## src/rtl/sdram_stream_scheduler_pkg.sv

```systemverilog
// -----------------------------------------------------------------------------
// sdram_sched_pkg
// Shared definitions for the SDRAM stream scheduler: command opcodes driven on
// cmd_op, scheduler FSM states and the default geometry constants.
// -----------------------------------------------------------------------------
package sdram_sched_pkg;

    // Command opcodes presented to the SDRAM controller on cmd_op.
    typedef enum logic [1:0] {
        OP_NONE = 2'b00,
        OP_WR   = 2'b01,
        OP_RD   = 2'b10,
        OP_REF  = 2'b11
    } op_e;

    // Scheduler FSM states.
    typedef enum logic [1:0] {
        IDLE      = 2'b00,
        ISSUE     = 2'b01,
        WAIT_DONE = 2'b10
    } state_e;

    // Default geometry (2 bank + 13 row + 9 col, 256-word bursts).
    localparam int ADDR_W_DEF         = 24;
    localparam int BURST_LOG2_DEF     = 8;
    localparam int FIFO_AW_DEF        = 10;
    localparam int REFRESH_PERIOD_DEF = 374;
    localparam int OVF_MARGIN_DEF     = 16;

    // Derived defaults: burst-pointer width and SDRAM depth in bursts.
    localparam int PTR_W_DEF   = ADDR_W_DEF - BURST_LOG2_DEF;
    localparam int OCC_W_DEF   = PTR_W_DEF + 1;
    localparam int DEPTH_B_DEF = 1 << PTR_W_DEF;

endpackage : sdram_sched_pkg

```

## src/rtl/sdram_stream_scheduler_refresh_timer.sv

```systemverilog
// -----------------------------------------------------------------------------
// sdram_refresh_timer
// Free-running refresh interval counter (0..PERIOD-1). At the terminal count a
// refresh request becomes pending; it stays pending until the scheduler reports
// that the refresh command was accepted. Terminal counts that arrive while a
// request is already pending are absorbed.
//
// Ports:
//   clk             in   system clock
//   n_rst           in   synchronous active-low reset
//   ref_ack_i       in   refresh command accepted this cycle (clears pending)
//   ref_pending_o   out  refresh request outstanding
// -----------------------------------------------------------------------------
module sdram_refresh_timer #(
    parameter int PERIOD = 374
) (
    input  logic clk,
    input  logic n_rst,
    input  logic ref_ack_i,
    output logic ref_pending_o
);

    localparam int              CNT_W = (PERIOD > 1) ? $clog2(PERIOD) : 1;
    localparam logic [CNT_W-1:0] TERM = CNT_W'(PERIOD - 1);

    logic [CNT_W-1:0] cnt_q;
    logic [CNT_W-1:0] cnt_d;
    logic             pend_q;
    logic             pend_d;

    // Next-state: wrap at terminal count; a fresh terminal count wins over a
    // same-cycle acknowledge so that a refresh interval is never lost.
    always_comb begin
        cnt_d  = cnt_q;
        pend_d = pend_q;
        if (cnt_q == TERM) begin
            cnt_d  = '0;
            pend_d = 1'b1;
        end else if (ref_ack_i) begin
            cnt_d  = cnt_q + CNT_W'(1);
            pend_d = 1'b0;
        end else begin
            cnt_d  = cnt_q + CNT_W'(1);
            pend_d = pend_q;
        end
    end

    // State register.
    always_ff @(posedge clk) begin
        if (!n_rst) begin
            cnt_q  <= '0;
            pend_q <= 1'b0;
        end else begin
            cnt_q  <= cnt_d;
            pend_q <= pend_d;
        end
    end

    assign ref_pending_o = pend_q;

endmodule : sdram_refresh_timer

```

## src/rtl/sdram_stream_scheduler.sv

```systemverilog
// -----------------------------------------------------------------------------
// sdram_stream_scheduler
// Arbitrates the shared SDRAM between the stream write path (FIFO_TO_SDRAM
// drain), the readback path (FIFO_FROM_SDRAM fill) and auto-refresh. The SDRAM
// is used as a circular buffer of fixed-length bursts; write/read burst
// pointers and the stored-burst occupancy are tracked here. One command is in
// flight at a time.
//
// Ports:
//   clk, n_rst          clock (CLK_48), synchronous active-low reset
//   en                  stream enable; gates new write/read grants only
//   clr                 pulse; clears pointers, occupancy and ovf
//   wr_fifo_usedw       fill level of FIFO_TO_SDRAM
//   rd_fifo_usedw       fill level of FIFO_FROM_SDRAM
//   cmd_valid/ready     command handshake with the SDRAM controller
//   cmd_op              00 none, 01 write, 10 read, 11 refresh
//   cmd_addr            burst base word address (0 for refresh)
//   burst_done          one-cycle pulse: in-flight command complete
//   sdram_rfo           at least one burst stored
//   sdram_full          every burst slot occupied
//   ovf                 sticky overflow flag
//   occupancy           number of stored bursts
// -----------------------------------------------------------------------------
module sdram_stream_scheduler
    import sdram_sched_pkg::*;
#(
    parameter int ADDR_W         = ADDR_W_DEF,
    parameter int BURST_LOG2     = BURST_LOG2_DEF,
    parameter int FIFO_AW        = FIFO_AW_DEF,
    parameter int REFRESH_PERIOD = REFRESH_PERIOD_DEF,
    parameter int OVF_MARGIN     = OVF_MARGIN_DEF
) (
    input  logic                         clk,
    input  logic                         n_rst,
    input  logic                         en,
    input  logic                         clr,
    input  logic [FIFO_AW-1:0]           wr_fifo_usedw,
    input  logic [FIFO_AW-1:0]           rd_fifo_usedw,
    output logic                         cmd_valid,
    input  logic                         cmd_ready,
    output logic [1:0]                   cmd_op,
    output logic [ADDR_W-1:0]            cmd_addr,
    input  logic                         burst_done,
    output logic                         sdram_rfo,
    output logic                         sdram_full,
    output logic                         ovf,
    output logic [ADDR_W-BURST_LOG2:0]   occupancy
);

    localparam int PTR_W = ADDR_W - BURST_LOG2;
    localparam int OCC_W = PTR_W + 1;

    localparam logic [OCC_W-1:0]   DEPTH_B     = OCC_W'(1) << PTR_W;
    // FIFO thresholds are compared one bit wider so 2^FIFO_AW is representable.
    localparam logic [FIFO_AW:0]   FIFO_DEPTH  = (FIFO_AW + 1)'(1) << FIFO_AW;
    localparam logic [FIFO_AW:0]   BURST_WORDS = (FIFO_AW + 1)'(1) << BURST_LOG2;
    localparam logic [FIFO_AW:0]   RD_LIMIT    = FIFO_DEPTH - BURST_WORDS;
    localparam logic [FIFO_AW:0]   OVF_LIMIT   = FIFO_DEPTH - (FIFO_AW + 1)'(OVF_MARGIN);

    state_e              state_q,     state_d;
    logic                cmd_valid_q, cmd_valid_d;
    op_e                 cmd_op_q,    cmd_op_d;
    logic [ADDR_W-1:0]   cmd_addr_q,  cmd_addr_d;
    op_e                 inflight_q,  inflight_d;
    logic [PTR_W-1:0]    wr_ptr_q,    wr_ptr_d;
    logic [PTR_W-1:0]    rd_ptr_q,    rd_ptr_d;
    logic [OCC_W-1:0]    occ_q,       occ_d;
    logic                rfo_q,       rfo_d;
    logic                full_q,      full_d;
    logic                ovf_q,       ovf_d;
    logic                last_wr_q,   last_wr_d;   // 1: last data grant was a write
    logic                clr_pend_q,  clr_pend_d;  // clr seen while an op was in flight

    logic                ref_pending_s;
    logic                ref_ack_s;
    logic                wr_elig_s;
    logic                rd_elig_s;
    logic [FIFO_AW:0]    wr_usedw_s;
    logic [FIFO_AW:0]    rd_usedw_s;

    sdram_refresh_timer #(
        .PERIOD (REFRESH_PERIOD)
    ) u_refresh_timer (
        .clk           (clk),
        .n_rst         (n_rst),
        .ref_ack_i     (ref_ack_s),
        .ref_pending_o (ref_pending_s)
    );

    assign wr_usedw_s = {1'b0, wr_fifo_usedw};
    assign rd_usedw_s = {1'b0, rd_fifo_usedw};
    assign wr_elig_s  = en && (wr_usedw_s >= BURST_WORDS) && !full_q;
    assign rd_elig_s  = en && (occ_q != '0) && (rd_usedw_s < RD_LIMIT);

    // Scheduler next-state, command generation and pointer/occupancy update.
    always_comb begin
        state_d     = state_q;
        cmd_valid_d = cmd_valid_q;
        cmd_op_d    = cmd_op_q;
        cmd_addr_d  = cmd_addr_q;
        inflight_d  = inflight_q;
        wr_ptr_d    = wr_ptr_q;
        rd_ptr_d    = rd_ptr_q;
        occ_d       = occ_q;
        last_wr_d   = last_wr_q;
        clr_pend_d  = clr_pend_q;
        ref_ack_s   = 1'b0;

        if (full_q && (wr_usedw_s >= OVF_LIMIT)) begin
            ovf_d = 1'b1;
        end else begin
            ovf_d = ovf_q;
        end

        case (state_q)
            IDLE: begin
                if (clr) begin
                    wr_ptr_d = '0;
                    rd_ptr_d = '0;
                    occ_d    = '0;
                    ovf_d    = 1'b0;
                end else begin
                    occ_d    = occ_q;
                end
                // Data grants are held off in a clr cycle: their eligibility
                // was computed from the occupancy being cleared.
                if (ref_pending_s) begin
                    state_d     = ISSUE;
                    cmd_valid_d = 1'b1;
                    cmd_op_d    = OP_REF;
                    cmd_addr_d  = '0;
                    inflight_d  = OP_REF;
                end else if (!clr && wr_elig_s && (!rd_elig_s || !last_wr_q)) begin
                    state_d     = ISSUE;
                    cmd_valid_d = 1'b1;
                    cmd_op_d    = OP_WR;
                    cmd_addr_d  = {wr_ptr_q, {BURST_LOG2{1'b0}}};
                    inflight_d  = OP_WR;
                    last_wr_d   = 1'b1;
                end else if (!clr && rd_elig_s) begin
                    state_d     = ISSUE;
                    cmd_valid_d = 1'b1;
                    cmd_op_d    = OP_RD;
                    cmd_addr_d  = {rd_ptr_q, {BURST_LOG2{1'b0}}};
                    inflight_d  = OP_RD;
                    last_wr_d   = 1'b0;
                end else begin
                    state_d     = IDLE;
                end
            end

            ISSUE: begin
                if (clr) begin
                    clr_pend_d = 1'b1;
                end else begin
                    clr_pend_d = clr_pend_q;
                end
                if (cmd_ready) begin
                    state_d     = WAIT_DONE;
                    cmd_valid_d = 1'b0;
                    cmd_op_d    = OP_NONE;
                    cmd_addr_d  = '0;
                    ref_ack_s   = (inflight_q == OP_REF);
                end else begin
                    state_d     = ISSUE;
                end
            end

            WAIT_DONE: begin
                if (clr) begin
                    clr_pend_d = 1'b1;
                end else begin
                    clr_pend_d = clr_pend_q;
                end
                if (burst_done) begin
                    state_d    = IDLE;
                    inflight_d = OP_NONE;
                    if (clr_pend_q || clr) begin
                        // Latched clear: the completing burst's update is dropped.
                        wr_ptr_d   = '0;
                        rd_ptr_d   = '0;
                        occ_d      = '0;
                        ovf_d      = 1'b0;
                        clr_pend_d = 1'b0;
                    end else begin
                        case (inflight_q)
                            OP_WR: begin
                                wr_ptr_d = wr_ptr_q + PTR_W'(1);
                                occ_d    = occ_q + OCC_W'(1);
                            end
                            OP_RD: begin
                                rd_ptr_d = rd_ptr_q + PTR_W'(1);
                                occ_d    = occ_q - OCC_W'(1);
                            end
                            default: begin
                                occ_d    = occ_q;
                            end
                        endcase
                    end
                end else begin
                    state_d = WAIT_DONE;
                end
            end

            default: begin
                state_d     = IDLE;
                cmd_valid_d = 1'b0;
                cmd_op_d    = OP_NONE;
                cmd_addr_d  = '0;
                inflight_d  = OP_NONE;
            end
        endcase

        // Status flags follow the occupancy being written this cycle.
        rfo_d  = (occ_d != '0);
        full_d = (occ_d == DEPTH_B);
    end

    // State and output registers.
    always_ff @(posedge clk) begin
        if (!n_rst) begin
            state_q     <= IDLE;
            cmd_valid_q <= 1'b0;
            cmd_op_q    <= OP_NONE;
            cmd_addr_q  <= '0;
            inflight_q  <= OP_NONE;
            wr_ptr_q    <= '0;
            rd_ptr_q    <= '0;
            occ_q       <= '0;
            rfo_q       <= 1'b0;
            full_q      <= 1'b0;
            ovf_q       <= 1'b0;
            last_wr_q   <= 1'b0;
            clr_pend_q  <= 1'b0;
        end else begin
            state_q     <= state_d;
            cmd_valid_q <= cmd_valid_d;
            cmd_op_q    <= cmd_op_d;
            cmd_addr_q  <= cmd_addr_d;
            inflight_q  <= inflight_d;
            wr_ptr_q    <= wr_ptr_d;
            rd_ptr_q    <= rd_ptr_d;
            occ_q       <= occ_d;
            rfo_q       <= rfo_d;
            full_q      <= full_d;
            ovf_q       <= ovf_d;
            last_wr_q   <= last_wr_d;
            clr_pend_q  <= clr_pend_d;
        end
    end

    assign cmd_valid  = cmd_valid_q;
    assign cmd_op     = cmd_op_q;
    assign cmd_addr   = cmd_addr_q;
    assign sdram_rfo  = rfo_q;
    assign sdram_full = full_q;
    assign ovf        = ovf_q;
    assign occupancy  = occ_q;

endmodule : sdram_stream_scheduler

```

## config.mk

```make
export PLATFORM = sky130hd
export DESIGN_NAME = sdram_stream_scheduler
export DESIGN_NICKNAME = d
export VERILOG_FILES = /design/src/rtl/sdram_stream_scheduler_pkg.sv /design/src/rtl/sdram_stream_scheduler_refresh_timer.sv /design/src/rtl/sdram_stream_scheduler.sv
export SDC_FILE = /design/constraint.sdc
export NUM_CORES = 1
export LEC_CHECK = 0
export CAP_MARGIN = 20
export CORE_UTILIZATION = 35
export DETAILED_ROUTE_END_ITERATION = 8
export MAX_ROUTING_LAYER = met4
export SETUP_SLACK_MARGIN = 0.4
export SLEW_MARGIN = 10
export SYNTH_ARGS = -nofsm -noshare
export SYNTH_HDL_FRONTEND = slang
export SYNTH_SLANG_ARGS = --single-unit
```

## constraint.sdc

```tcl
create_clock -name clk -period 3.68 [get_ports clk]
set_input_delay 0.552 -clock clk [delete_from_list [all_inputs] [get_ports clk]]
set_output_delay 0.552 -clock clk [all_outputs]
set_load 0.01 [all_outputs]
```

## Word-level counts from Yosys, hierarchy flattened

Index checks and enable logic that the tools add are counted.

| word-level totals | value |
|---|---|
| bits in registers | 95 |
| output and inout port bits | 47 |
| word-level logic and storage cells | 119 |
| input bits | 26 |

| cells by class | value |
|---|---|
| equal/unequal tests | 13 |
| order comparisons | 3 |
| reductions and logical operators | 27 |
| bitwise logic cells | 4 |
| $add $sub $neg | 5 |
| mux-type cells | 52 |

Operator list:

| kind | count |
|---|---|
| $mux W16 | 7 |
| $mux W24 | 4 |
| $pmux W24 S3 | 1 |
| $pmux W17 S2 | 2 |
| $pmux W16 S2 | 2 |
| $mux W17 | 3 |
| $reduce_bool A17 Y1 | 2 |
| $add A16 B1 Y16 const B | 2 |
| $mux W1 | 20 |
| $pmux W2 S3 | 3 |
| $add A17 B1 Y17 const B | 1 |
| $eq A17 B17 Y1 const B | 1 |
| $sub A17 B1 Y17 const B | 1 |
| $mux W2 | 7 |
| $ge A10 B10 Y1 const B | 1 |
| $ge A10 B9 Y1 const B | 1 |
| $lt A10 B10 Y1 const B | 1 |
| $add A9 B1 Y9 const B | 1 |
| $eq A9 B9 Y1 const B | 1 |
| $reduce_and A3 Y1 | 3 |
| $logic_and A1 B1 Y1 | 8 |
| $reduce_and A4 Y1 | 2 |
| $reduce_bool A2 Y1 | 4 |
| $eq A2 B2 Y1 const B | 3 |
| other kinds (11) | 23 |

## Logic depth before layout (Yosys ltp)

| depth | value |
|---|---|
| word-level depth | 9 |
| mapped depth | 16 |
| gate-level depth less buffers | 12 |

## Hierarchy

A second synthesis with hierarchy kept.

| unflattened totals | value |
|---|---|
| cells, all modules | 685 |
| area, all modules | 5327.6 µm² |

Modules (own cells, without submodules):

| module | cells an instance | sequential area each (µm²) | times used | area each (µm²) |
|---|---|---|---|---|
| sdram_stream_scheduler | 636 | 1541.5 | 1 | 4885.9 |
| sdram_refresh_timer | 49 | 200.2 | 1 | 441.7 |

## Least setup slack after synthesis

No wires, ideal clock.

| timing | value |
|---|---|
| kind | flip-flop to flip-flop |
| start | reg inflight_q[0] |
| end | reg rfo_q, in the netlist sdram_rfo |
| setup time | 125 ps |
| required time | 3555 ps |
| slack | -68 ps |
| path buffers | 4 |
| period minus slack after synthesis | 3748 ps |
| arrival | 3623 ps |
| cell stages (with the launch flop) | 17 |
| cell sequence | dfxtp_1 > inv_1 > ha_1 > buf_6 > buf_6 > buf_2 > buf_2 > xor2_1 > ha_1 > nand4bb_1 > nand4_4 > a2111oi_4 > o311a_1 > nor4_1 > a211o_1 > a2111o_1 > o41a_1 |

| on the way | value |
|---|---|
| word-level cells in the longest chain between the ends | 6 |
| elaborated cells between the ends (all ways) | 7 |
| classes of those cells | 2 x eq/ne; 4 x mux; 1 x reduce/logical |

RTL lines:

| what | RTL line | text |
|---|---|---|
| start, declared | sdram_stream_scheduler.sv:64 | `op_e inflight_q, inflight_d;` |
| start signal, assigned | sdram_stream_scheduler.sv:240 | `inflight_q <= inflight_d;` |
| $eq A2 B2 Y1 or $eq A2 B1 Y1 (tied branches) | sdram_stream_scheduler.sv:186 | `case (inflight_q)` |
| $pmux W17 S2 (*) | sdram_stream_scheduler.sv:186 |  |
| $mux W17 (*) | sdram_stream_scheduler.sv:178 | `if (clr_pend_q \|\| clr) begin` |
| $mux W17 (*) | sdram_stream_scheduler.sv:175 | `if (burst_done) begin` |
| $pmux W17 S2 (*) | sdram_stream_scheduler.sv:115 | `case (state_q)` |
| $reduce_bool A17 Y1 (*) | sdram_stream_scheduler.sv:215 | `rfo_d = (occ_d != '0);` |
| end signal, assigned | sdram_stream_scheduler.sv:244 | `rfo_q <= rfo_d;` |
| end, declared | sdram_stream_scheduler.sv:68 | `logic rfo_q, rfo_d;` |

Mark *: on every way between the ends. The rest lies on a longest branch, timed or not.
A chain may end at the register's enable or synchronous reset.

## Worst setup path in the final report

Ends and elaborated chain as after synthesis.

==> impl_metrics.tcl <==
set metrics [dict create \
    finalSetupViolCount 0 \
    clk_path_buf_depth 2 \
    final_cell_count_no_fill 964 \
    wl_per_cell_um 15.6 \
    tightest_slew_ns 0.786 \
    combPwrFrac_pct 14.7 \
    cp-end-kind "flip-flop" \
    vias 5326 \
    period_minus_slack_ns 3.21 \
    grt_pass1_vias 4946 \
    finalMaxSlewViolations 0 \
    antenna_found_initial 0 \
    cp_data_arrival_time_ns 3.43 \
    final_common_cell "nor2_1" \
    setup.worst_path.start_class "flip-flop" \
    diodes 0 \
    placedCellCount 939 \
    holdCritPathClass "reg -> reg" \
    cts.clk_slew.worst_paths_ns 0.06 \
    place.detailed.hpwl_mm 10.6 \
    yosys_warnings 0 \
    cts_tree "built" \
    htree_levels 3 \
    p_int_uw 1650 \
    skew_ns 0.0109 \
    p_sw_uw 581 \
    holdWs_ns 0.485 \
    grt_max_degree 41 \
    ant_nets 0 \
    yosys.cell_types.count 84 \
    power.share.clock_pct 42.2 \
    drc 0 \
    vdd.ir_drop.worst_v 0.000176 \
    fmax_ghz 0.312 \
    wl_mm 15.1 \
    drt_iter0_drc 374 \
    hold_path.startpoint "cmd_addr[21]" \
    criticalPathCategory "reg -> reg" \
    synth.avg_cell_area_um2 7.85 \
    routabilityCongestion 0.830 \
    syn_inst 707 \
    layout_common_cells "nor2_1 (105), dfxtp_1 (85), a21oi_1 (53), clkdlybuf4s50_1 (52), nand2_1 (46)" \
    io_pins 73 \
    finalCritPeriodShare_pct 87.2 \
    worstSetupStartpoint "inflight_q[0]" \
    dieArea_mm2 0.0164 \
    status "finished clean" \
    cp_data_required_time_ns 3.90 \
    synthTopCellsByArea "dfxtp_1 (31%), nor2_1 (7.1%), a21oi_1 (4.8%)" \
    crit_chain "inv_4 -> ha_4 -> xor2_1 -> ha_2 -> nand4b_1 -> nand4_4 -> a31oi_4 -> o311a_1 -> o31a_1 -> a211o_1 -> a2111o_1 -> o41a_1" \
    synth-seq-cells 87 \
    cts_root_buf "clkbuf_16" \
    area_growth_syn_to_layout_pct 19.8 \
    clkLatencyLatePin_ns 0.34 \
    r2r_slack_ns 0.47 \
    fillers 1563 \
    grt_setup_unrepaired "true" \
    place_ws_ns 0.288 \
    syn_area_mm2 0.00555 \
    synth_top_cell_area_share_pct 31.4 \
    max_cap_viol_count 0 \
    core.rowCount 45 \
    rr_startpoint "inflight_q[0]" \
    postSynth.asyncResetShare_pct 0 \
    worstHoldPathCells 2 \
    synthFlopType "dfxtp_1" \
    dpl_cell_area_mm2 0.00623 \
    io_buffers 52 \
    max_stage_delay_ns 0.38 \
    hold_violations 0 \
    die_x_um 128 \
    reg2regPathDepth 12 \
    drive_gt1_share_pct 9.43 \
    yosysTopAreaCell "dfxtp_1" \
    slew_headroom_pct 47.5 \
    grt_overflow 0 \
    start_util_pct 36.2 \
    final.setup.worst_slack_ns 0.470 \
    cts_buffers 9 \
    die_h_um 128 \
    nets 789 \
    postLayoutCellArea_mm2 0.00665 \
    routed_via_density 5.52 \
    pwr-share-seq_pct 43.1 \
    firstDrtPassIters 5 \
    setup_tns_ns 0 \
    synth_edf_count 0 \
    clkSinkCount 87 \
    cp_max_fo 7 \
    coreArea_mm2 0.0153 \
    switching_share_pct 26.1 \
    synth_seq_area_share_pct 31.4 \
    cp_slowest_cell "a2111o_1" \
    p_leak_uw 0.00242 \
    grt_use_total_pct 19.2 \
    powerDensity_mw_per_mm2 336 \
    grt_pass1_wl_mm 24.8 \
]
cell usage after synthesis, drive strengths merged, types with 3 or more instances:
library cell / n
nor2: 105
dfxtp: 87
a21oi: 53
nand2: 46
nor3: 38
buf: 32
o21ai: 28
mux2i: 26
clkbuf: 25
inv: 21
nand3: 17
nand4: 17
xor2: 17
xnor2: 14
ha: 13
or3: 11
nor4: 10
o211ai: 10
and2: 9
and3: 9
nand2b: 7
o21a: 7
or2: 7
a31oi: 6
a32oi: 6
nor2b: 6
a2111o: 5
a211oi: 5
o31ai: 5
a211o: 4
o211a: 4
a22o: 3
a22oi: 3
nand4bb: 3
o221ai: 3
o22ai: 3
o32ai: 3
worst paths after layout:
path	to
hold reg to reg	cmd_addr[21]
hold / removal	cmd_addr[21]
setup / recovery	sdram_rfo
setup reg to reg	sdram_rfo
layer usage:
metal,GRT usage (%),vias to the layer above,wire length (um)
li1,-,2627,-
met4,6.92,0,296
met5,-,-,0
met1,24.6,2553,7070
met2,31.3,121,7220
met3,2.17,25,471
critical path: cells and delay by family, from the launching register on:
kind | cells | cell delay [ns]
AO/OA/AOI/OAI | 6 | 1.66
XOR/XNOR | 1 | 0.16
AND/OR/NAND/NOR | 2 | 0.39
flip-flops | 1 | 0.36
buffers and inverters | 1 | 0.06
adder cells (fa/ha/maj) | 2 | 0.46
through the flow:
step	power, uW	utilization (%)
5_1_grt	2320	43.4
4_1_cts	2240	43.0
6_report	2230	43.4
3_5_place_dp	1290	40.7
3_3_place_gp	1290	40.7
2_1_floorplan	1210	-
what timing repair did:
action	CTS	global route
pin swaps	4	8
cloned	0	0
endpoints found under the setup margin	1	2
resized for setup	2	6
hold buffers	0	0
setup buffers	5	6
flip-flops by register name (all words and copies together), names as in the netlist, 2 cells and up:
name and cells:
cmd_addr 16, wr_ptr_q 16, rd_ptr_q 16, occupancy 17, u_refresh_timer.cnt_q 9, state_q 2
inflight_q 2, cmd_op 2
kinds of logic after synthesis:
group	synth area share [%]
adders and majority gates	2.93
and+or+nand+nor	27.3
muxes	4.69
other	0.0676
buffers and inverters	6.88
xor gates and xnor gates	4.89
DFF	31.4
AOI/OAI and AO/OA	21.9
layout make-up:
class	instances	area [um^2]	share of cell area, %
well taps	211	264	3.97
flip-flops and latches	87	1750	26.3
inverters	22	88.8	1.34
clock buffers	12	267	4.01
multi-input cells	548	3490	52.5
repair buffers	82	749	11.3
clock inverters	2	38.8	0.584
power by group through the flow:
| stage | sequential [uW] | clock, uW | combinational (uW) |
|---|---|---|---|
| 2_1_floorplan | 983 | 0 | 229 |
| 3_3_place_gp | 983 | 0 | 302 |
| 3_5_place_dp | 984 | 0 | 308 |
| 4_1_cts | 963 | 964 | 315 |
| 5_1_grt | 963 | 1000 | 357 |
| 6_report | 963 | 940 | 328 |
Note: power is estimated with default switching activity, not from simulation.
